===== config.mk =====
export PLATFORM = sky130hd
export DESIGN_NAME = pipe_hazard_ctrl
export DESIGN_NICKNAME = d
export VERILOG_FILES = /design/src/rtl/pipe_hazard_ctrl.sv
export SDC_FILE = /design/constraint.sdc
export NUM_CORES = 1
export LEC_CHECK = 0
export ABC_AREA = 0
export CAP_MARGIN = 20
export CORE_MARGIN = 1.5
export CORE_UTILIZATION = 40
export CTS_CLUSTER_DIAMETER = 50
export DETAILED_ROUTE_END_ITERATION = 8
export MAX_ROUTING_LAYER = met4
export PLACE_DENSITY = 0.71
export SLEW_MARGIN = 20
export SYNTH_ARGS = -nofsm -noshare
export SYNTH_HDL_FRONTEND = slang
export SYNTH_SLANG_ARGS = --single-unit

===== constraint.sdc =====
create_clock -name clk -period 2.3 [get_ports clk]
set_input_delay 0.23 -clock clk [delete_from_list [all_inputs] [get_ports clk]]
set_output_delay 0.23 -clock clk [all_outputs]
set_load 0.01 [all_outputs]

===== src/rtl/pipe_hazard_ctrl.sv =====
// Hazard and run controller for a 5-stage Y86-64 pipeline: per-cycle stall/bubble controls,
// IDLE/RUN/DONE sequencing, latched CPU status and saturating performance counters.
module pipe_hazard_ctrl #(
  parameter int unsigned CNT_W = 32
) (
  input  logic             clk,
  input  logic             rst_n,
  input  logic             start,
  input  logic [3:0]       D_icode,
  input  logic [3:0]       d_srcA,
  input  logic [3:0]       d_srcB,
  input  logic [3:0]       E_icode,
  input  logic [3:0]       E_dstM,
  input  logic             e_Cnd,
  input  logic [3:0]       M_icode,
  input  logic [2:0]       m_stat,
  input  logic [3:0]       W_icode,
  input  logic [2:0]       W_stat,
  output logic             F_stall,
  output logic             D_stall,
  output logic             D_bubble,
  output logic             E_bubble,
  output logic             M_bubble,
  output logic             W_stall,
  output logic [2:0]       cpu_stat,
  output logic             running,
  output logic             done,
  output logic [CNT_W-1:0] cycle_cnt,
  output logic [CNT_W-1:0] retired_cnt,
  output logic [CNT_W-1:0] stall_cnt,
  output logic [CNT_W-1:0] mispred_cnt
);

  localparam logic [3:0] INop    = 4'd1;
  localparam logic [3:0] IMrmovq = 4'd5;
  localparam logic [3:0] IJxx    = 4'd7;
  localparam logic [3:0] IRet    = 4'd9;
  localparam logic [3:0] IPopq   = 4'd11;
  localparam logic [3:0] RNone   = 4'd15;
  localparam logic [2:0] SAok    = 3'd1;
  localparam logic [2:0] SAdr    = 3'd2;
  localparam logic [2:0] SIns    = 3'd3;
  localparam logic [2:0] SHlt    = 3'd4;

  typedef enum logic [1:0] {StIdle, StRun, StDone} state_e;

  state_e           state_q;
  logic             armed_q;
  logic [2:0]       stat_q;
  logic [CNT_W-1:0] cycle_q, retired_q, stall_q, mispred_q;

  logic lu, rt, mp, ex_m, ex_w, retire;

  function automatic logic [CNT_W-1:0] sat_inc(input logic [CNT_W-1:0] v);
    return (v == {CNT_W{1'b1}}) ? v : v + {{(CNT_W-1){1'b0}}, 1'b1};
  endfunction

  always_comb begin
    lu     = ((E_icode == IMrmovq) || (E_icode == IPopq)) && (E_dstM != RNone) &&
             ((E_dstM == d_srcA) || (E_dstM == d_srcB));
    rt     = (D_icode == IRet) || (E_icode == IRet) || (M_icode == IRet);
    mp     = (E_icode == IJxx) && !e_Cnd;
    ex_m   = (m_stat == SAdr) || (m_stat == SIns) || (m_stat == SHlt);
    ex_w   = (W_stat == SAdr) || (W_stat == SIns) || (W_stat == SHlt);
    retire = (W_stat == SAok) && (W_icode != INop);
  end

  // Outside RUN every stage is frozen so architectural state cannot change.
  always_comb begin
    if (state_q == StRun) begin
      F_stall  = lu | rt;
      D_stall  = lu;
      D_bubble = mp | (rt & ~lu);
      E_bubble = mp | lu;
      M_bubble = ex_m | ex_w;
      W_stall  = ex_w;
    end else begin
      F_stall  = 1'b1;
      D_stall  = 1'b1;
      D_bubble = 1'b0;
      E_bubble = 1'b1;
      M_bubble = 1'b1;
      W_stall  = 1'b1;
    end
  end

  // armed_q masks a start pulse on the first edge after reset release.
  always_ff @(posedge clk or negedge rst_n) begin
    if (!rst_n) begin
      state_q   <= StIdle;
      armed_q   <= 1'b0;
      stat_q    <= SAok;
      cycle_q   <= '0;
      retired_q <= '0;
      stall_q   <= '0;
      mispred_q <= '0;
    end else begin
      armed_q <= 1'b1;
      unique case (state_q)
        StIdle: begin
          if (start && armed_q) state_q <= StRun;
        end
        StRun: begin
          cycle_q <= sat_inc(cycle_q);
          if (retire)   retired_q <= sat_inc(retired_q);
          if (lu || rt) stall_q   <= sat_inc(stall_q);
          if (mp)       mispred_q <= sat_inc(mispred_q);
          if (W_stat != SAok) begin
            state_q <= StDone;
            stat_q  <= W_stat;
          end
        end
        StDone: ;
        default: state_q <= StIdle;
      endcase
    end
  end

  assign running     = (state_q == StRun);
  assign done        = (state_q == StDone);
  assign cpu_stat    = stat_q;
  assign cycle_cnt   = cycle_q;
  assign retired_cnt = retired_q;
  assign stall_cnt   = stall_q;
  assign mispred_cnt = mispred_q;

endmodule


==> impl_metrics.csv, run 1 <==
group,metric,value,unit
finish,nNetsFinal,940,
synth,synth_edf_count,0,
floorplanning,initial_core_util,41.3,%
worst_setup_path,crit_slowest_cell,"clkdlybuf4s50_1",
run,drv_cap,0,
timing,period_share,97.1,%
synth,async_flop_share,100,%
timing,period_needed,2.23,ns
pwr,p_sw,1.51,mW
pwr,power.density,637,mW/mm^2
worst_setup_path,slowest_delay,0.54,ns
pwr,power.leakage,4.39,nW
global_route,grt_max_degree,62,
synth,ys_seq_elements,134,
clock_tree,clk_pin_slew,0.06,ns
synth,ys.warnings.count,0,
pwr,vdd_ir_drop_max,0.474,mV
floorplanning,die_x,132,um
synth,synth.distinct_cells,48,
clock_tree,htreeDepth,4,
pwr,p_seq_share,41.4,%
route,drt.antenna.violating_nets,0,
pwr,power_frac_comb,14.4,%
timing,finalSetupViolCount,0,
synth,mappedNetlistArea,0.00663,sq mm
outcome,status,"complete, no violations",
clock_tree,post_cts_buffers,0,
clock_tree,numCtsBuffers,17,
worst_setup_path,r2r-start,"stall_cnt[1]",
finish,synthToLayoutAreaGrowth,48.5,%
synth,synth_flop_cell,"dfrtp_1",
finish,drive_gt1_share,13.5,%
pwr,clkPwrFrac,44.3,%
worst_setup_path,worstReg2RegEnd,"stall_cnt[9]",
global_route,grt_use_total,21.1,%
timing,rsz0062_at_grt,"no",
timing,slew_violations,0,
worst_setup_path,worstSetupPathType,"input pin to primary output",
finish,final_area,0.00984,sq mm
global_route,grt_overflow,0,
placement,portBuffers,176,
floorplanning,die_y,132,um
floorplanning,io_pins,177,
placement,hpwl,13000,um
clock_tree,cts_num_sinks,134,
timing,finalSetupTns,0,ns
route,vias,5698,
clock_tree,clkLatencyLatePin,0.41,ns
pwr,swShare,24.1,%
finish,antenna-diode-count,0,
global_route,grt_pass1_wl,28600,um
worst_setup_path,critical_path_arrival,2.00,ns
clock_tree,cts_root_buf,"clkbuf_16",
clock_tree,cts_buffer_depth,2,
worst_setup_path,crit_chain,"clkdlybuf4s50_1 > and3b_1 > o211ai_1 > a21oi_1 > buf_4 > nor2_4 > inv_1 > clkdlybuf4s50_1",
timing,timing.final.hold_violations,0,
worst_setup_path,rrSetupSlack,0.08,ns
worst_setup_path,cp_num_cells,8,
worst_setup_path,r2r_cells,8,
route,viasPerCell,5.06,
worst_setup_path,critical_path.endpoint_type,"primary output",
floorplanning,rows,46,
placement,gp_congestion,0.838,
floorplanning,dieArea,0.0173,sq mm
synth,synth_area_per_cell,10.3,sq um
global_route,antenna_found_initial,0,
synth,yosysSeqAreaShare,50.6,%
hold_path,min_path_type,"input pin to async pin",
worst_setup_path,cpLargestDelayFamily,"buffers and inverters",
route,drc_errors,0,
synth,postSynthCellCount,644,
worst_setup_path,crit_buf_inv,4,
finish,fillerInstances,1335,
timing,skew,0.00812,ns
route,drt_wl_total,17100,um
placement,place_area,0.00917,sq mm
synth,syn-num-nets,686,
worst_setup_path,crit_fanout,4,
floorplanning,coreArea,0.0161,sq mm
worst_setup_path,critPathMostFrequentCell,"clkdlybuf4s50_1",
clock_tree,cts_tree,"built",
worst_setup_path,crit_path_start_kind,"input pin",
route,wire_per_inst,15.2,um
global_route,grt_pass1_vias,5548,
route,drt_iter0_markers,307,
timing,fin_ws,0.0671,ns
route,firstDrtPassIters,4,
pwr,intPower,4.75,mW
placement,pre_cts_ws,-0.108,ns
timing,fmax,448,MHz
worst_setup_path,cp_data_required_time,2.07,ns
[synthesized netlist by cell type (12+ instances only)]
library cell,count,area (sq um)
dfrtp_1,133,3330
xnor2_1,77,674
nand2_1,56,210
nor2_1,54,203
xor2_1,52,455
nand4_1,49,307
nand3_1,47,235
nor3_1,26,130
and3_1,19,119
inv_1,18,67.6
and4_1,15,131
and2_1,13,81.3
nor4_1,12,75.1
[cell type report]
cell class / count / area (sq um) / share of cell area [%]
flip-flops and latches: 134 / 3350 / 34.1
multi-input cells: 480 / 3210 / 32.6
repair buffers: 247 / 2330 / 23.7
clock buffers: 24 / 482 / 4.90
well taps: 216 / 270 / 2.75
clock inverters: 8 / 121 / 1.23
inverters: 18 / 67.6 / 0.687
[cell usage in the layout (no fill, tap or decap), types with 4 or more instances in the layout]
cell,instances
xor2_1,52
and4_1,15
clkbuf_1,4
inv_1,17
clkbuf_16,17
a21oi_1,5
dlymetal6s2s_1,7
nand3_1,47
buf_4,67
nor4_1,12
xnor2_1,76
nand4_1,49
nor2_1,53
or4_1,4
and2_1,13
nor3_1,25
clkdlybuf4s50_1,167
dfrtp_1,133
nand2_1,56
and3_1,19
[worst max-delay path by stage]
stage / start / to / slack [ns]
after floorplan: stall_cnt[0] / stall_cnt[1] / 0.03
after CTS: E_icode[2] / E_bubble / 0.006
final: E_icode[1] / D_stall / 0.07
after global routing: state_q[1] / running / 0.00005
after global placement: E_icode[2] / D_bubble / -0.08
after detailed placement: E_icode[2] / D_bubble / -0.11
[sequential cells by signal (all words and copies together), names as in the netlist]
signal and flops:
cycle_cnt 32, mispred_cnt 32, retired_cnt 32, stall_cnt 32, cpu_stat 3, state_q 2
armed_q 1
[per-stage QoR]
stage	util [%]	hold WS, ns	instances	power, mW
after floorplan	-	-0.0656	644	2.96
after global placement	57.1	0.158	1094	3.52
after detailed placement	57.1	0.159	1094	3.53
after CTS	61.0	0.283	1127	6.33
after global routing	61.3	0.327	1127	6.51
final	61.3	0.291	1127	6.27
[routing by layer]
metal	up-vias	global-route usage (%)	routed length, um
met2	153	32.3	8250
met1	2747	28.3	7960
met4	0	5.74	165
li1	2786	-	-
met5	-	-	0
met3	12	4.67	772
[logic make-up after synthesis]
| group | Yosys count | synth area share, % |
|---|---|---|
| multiplexers | 7 | 1.13 |
| adder cells (fa/ha/maj) | 4 | 0.755 |
| AO/OA/AOI/OAI | 21 | 2.47 |
| other | 1 | 0.0566 |
| AND/OR/NAND/NOR | 318 | 25.9 |
| XOR/XNOR | 129 | 17.1 |
| buffers and inverters | 30 | 1.96 |
| flip-flops | 134 | 50.6 |
[repair_timing]
item / 4_1_cts / 5_1_grt
resized for setup: 5 / 12
hold endpoints to repair: 35 / 0
pin swaps: 0 / 5
hold buffers: 1 / 0
endpoints found under the setup margin: 5 / 14
[power groups by stage]
stage	Clock, mW	Sequential (mW)	Combinational (mW)
global placement	0	2.63	0.891
global route	2.92	2.61	0.981
finish	2.77	2.59	0.899
floorplan	0	2.68	0.278
CTS	2.82	2.59	0.911
detailed placement	0	2.64	0.898
Power figures use the tool's default switching activity.
==> run 2, diff against run 1 <==
--- a/config.mk
+++ b/config.mk
@@ -12,7 +12,7 @@
 export CTS_CLUSTER_DIAMETER = 50
 export DETAILED_ROUTE_END_ITERATION = 8
 export MAX_ROUTING_LAYER = met4
-export PLACE_DENSITY = 0.71
+export PLACE_DENSITY = 0.68
 export SLEW_MARGIN = 20
 export SYNTH_ARGS = -nofsm -noshare
 export SYNTH_HDL_FRONTEND = slang
==> constraint.sdc (replaced) <==
create_clock -name clk -period 2.1 [get_ports clk]
set_input_delay 0.21 -clock clk [delete_from_list [all_inputs] [get_ports clk]]
set_output_delay 0.21 -clock clk [all_outputs]
set_load 0.01 [all_outputs]
==> impl_metrics.csv, run 2 (synthesized netlist as in run 1, its figures left out) <==
group,metric,value,unit
outcome,status,"finished, violations left",
outcome,violations,"negative setup slack",
finish,regArea,0.00336,sq mm
worst_setup_path,crit_fanout,8,
placement,portBuffers,176,
placement,dpl.cell_count,1135,
timing,period_share,106,%
timing,fin_ws,-0.134,ns
worst_setup_path,critPathMostFrequentCell,"buf_4",
global_route,grt_pass1_wl,31100,um
pwr,power.leakage,4.80,nW
worst_setup_path,slowest_delay,0.60,ns
finish,multiInputGateArea,0.00341,sq mm
floorplanning,dieArea,0.0173,sq mm
timing,period_needed,2.23,ns
timing,finalSetupViolCount,22,
placement,gp_congestion,0.856,
clock_tree,cts_root_buf,"clkbuf_16",
global_route,grt_overflow,0,
pwr,power.density,702,mW/mm^2
worst_setup_path,crit_slowest_cell,"nor4_1",
floorplanning,die_y,132,um
worst_setup_path,crit_path_start_kind,"flip-flop",
route,drt_wl_total,19200,um
timing,rsz0062_at_grt,"yes",
timing,slew_violations,0,
route,firstDrtPassIters,4,
finish,fillerInstances,1220,
run,drv_cap,0,
finish,antenna-diode-count,0,
global_route,grt_max_degree,76,
clock_tree,cts_num_sinks,134,
timing,hold_ws,0.132,ns
floorplanning,rows,46,
finish,nNetsFinal,991,
route,viasPerCell,5.17,
floorplanning,io_pins,177,
pwr,vdd_ir_drop_max,0.579,mV
placement,hpwl,13800,um
worst_setup_path,r2r_cells,6,
hold_path,min_path_type,"input pin to async pin",
finish,final_area,0.0105,sq mm
global_route,grt_use_total,22.9,%
route,wire_per_inst,16.3,um
route,vias,6087,
placement,place_area,0.00950,sq mm
finish,finalNonFillerCells,1178,
global_route,grt_pass1_vias,6119,
global_route,antenna_found_initial,0,
clock_tree,cts_tree,"built",
finish,drive_gt1_share,21.9,%
timing,slew_headroom,61.5,%
timing,timing.final.hold_violations,0,
route,drc_errors,0,
worst_setup_path,cp_data_required_time,2.37,ns
worst_setup_path,critical_path_arrival,2.50,ns
clock_tree,cts_buffer_depth,2,
clock_tree,numCtsBuffers,17,
route,drt_iter0_markers,402,
worst_setup_path,critical_path.endpoint_type,"flip-flop",
timing,worst_pin_slew,0.573,ns
timing,skew,0.00933,ns
finish,mostFrequentLayoutCell,"clkdlybuf4s50_1",
clock_tree,clk_pin_slew,0.06,ns
route,drt.antenna.violating_nets,0,
floorplanning,coreArea,0.0161,sq mm
finish,final_cell_mix,"clkdlybuf4s50_1, dfrtp_1, buf_4",
clock_tree,clkLatencyLatePin,0.42,ns
clock_tree,htreeDepth,4,
finish,synthToLayoutAreaGrowth,59.1,%
floorplanning,die_x,132,um
timing,fmax,448,MHz
floorplanning,initial_core_util,41.3,%
worst_setup_path,worstSetupPathType,"flip-flop to flip-flop",
pwr,power,7.40,mW
worst_setup_path,crit_chain,"buf_4 > buf_4 > nand3_1 > or3_1 > nor4_1 > xor2_1",
==> run 2: cell types whose count changed in the layout (fill, tap and decap cells not counted), moves of 6 or more <==
| cell | previous run | this run |
|---|---|---|
| buf_4 | 67 | 114 |
| dlymetal6s2s_1 | 7 | 1 |
| nor2_1 | 53 | 43 |
| nor2_2 | 0 | 8 |
| nor3_1 | 25 | 19 |
| nor4_1 | 12 | 6 |
==> run 2: worst paths after layout <==
kind                               from       endpoint  slack, ns
max reg2reg                stall_cnt[1]  stall_cnt[31]      -0.13
min                               rst_n  stall_cnt[12]       0.13
max                        stall_cnt[1]  stall_cnt[31]      -0.13
max in group asynchronous         rst_n    cpu_stat[0]       1.34
min in group clk             state_q[1]     state_q[0]       0.46
min reg2reg                  state_q[1]     state_q[0]       0.46
==> run 2: metrics by stage <==
stage / util (%) / setup slack (ns) / setup TNS [ns]
2_1_floorplan: - / -0.0586 / -0.0586
3_3_place_gp: 59.2 / -0.233 / -6.20
3_5_place_dp: 59.2 / -0.326 / -9.20
4_1_cts: 64.1 / -0.0969 / -0.515
5_1_grt: 65.6 / -0.234 / -2.86
6_report: 65.6 / -0.134 / -1.32
==> run 2: final cells by class <==
type / instances / share of cell area (%)
multi-input combinational: 480 / 32.4
sequential: 134 / 31.9
timing repair buffer: 298 / 26.0
clock buffer: 20 / 4.43
tap: 216 / 2.56
clock inverter: 12 / 2.10
inverter: 18 / 0.641
==> run 2: power breakdown <==
| group | leakage (nW) | total (mW) | internal, mW | switching, mW |
|---|---|---|---|---|
| registers | 1.80 | 2.84 | 2.72 | 0.114 |
| clock network | 0.340 | 3.46 | 2.32 | 1.13 |
| logic | 2.65 | 1.11 | 0.593 | 0.513 |
| total | 4.80 | 7.40 | 5.64 | 1.76 |
==> run 2: critical path, delay by kind of cell (launching register included) <==
family,cells,cell delay (ns)
AND/OR/NAND/NOR,3,1.35
flip-flops,1,0.39
buffers and inverters,2,0.23
XOR/XNOR,1,0.13
==> run 2: layer usage <==
metal  global-route usage [%]  routed length [um]
met1                     27.9                8160
met5                        -                   0
met4                     7.59                 470
met2                     37.8                9720
met3                     4.94                 904
==> run 2: what timing repair did <==
item | in CTS | in global routing
endpoints found under the hold margin | 133 | 0
pin swaps | 7 | 14
cloned | 0 | 1
gates resized for setup | 27 | 33
hold buffers | 1 | 0
endpoints found under the setup margin | 21 | 57
setup buffers | 2 | 7
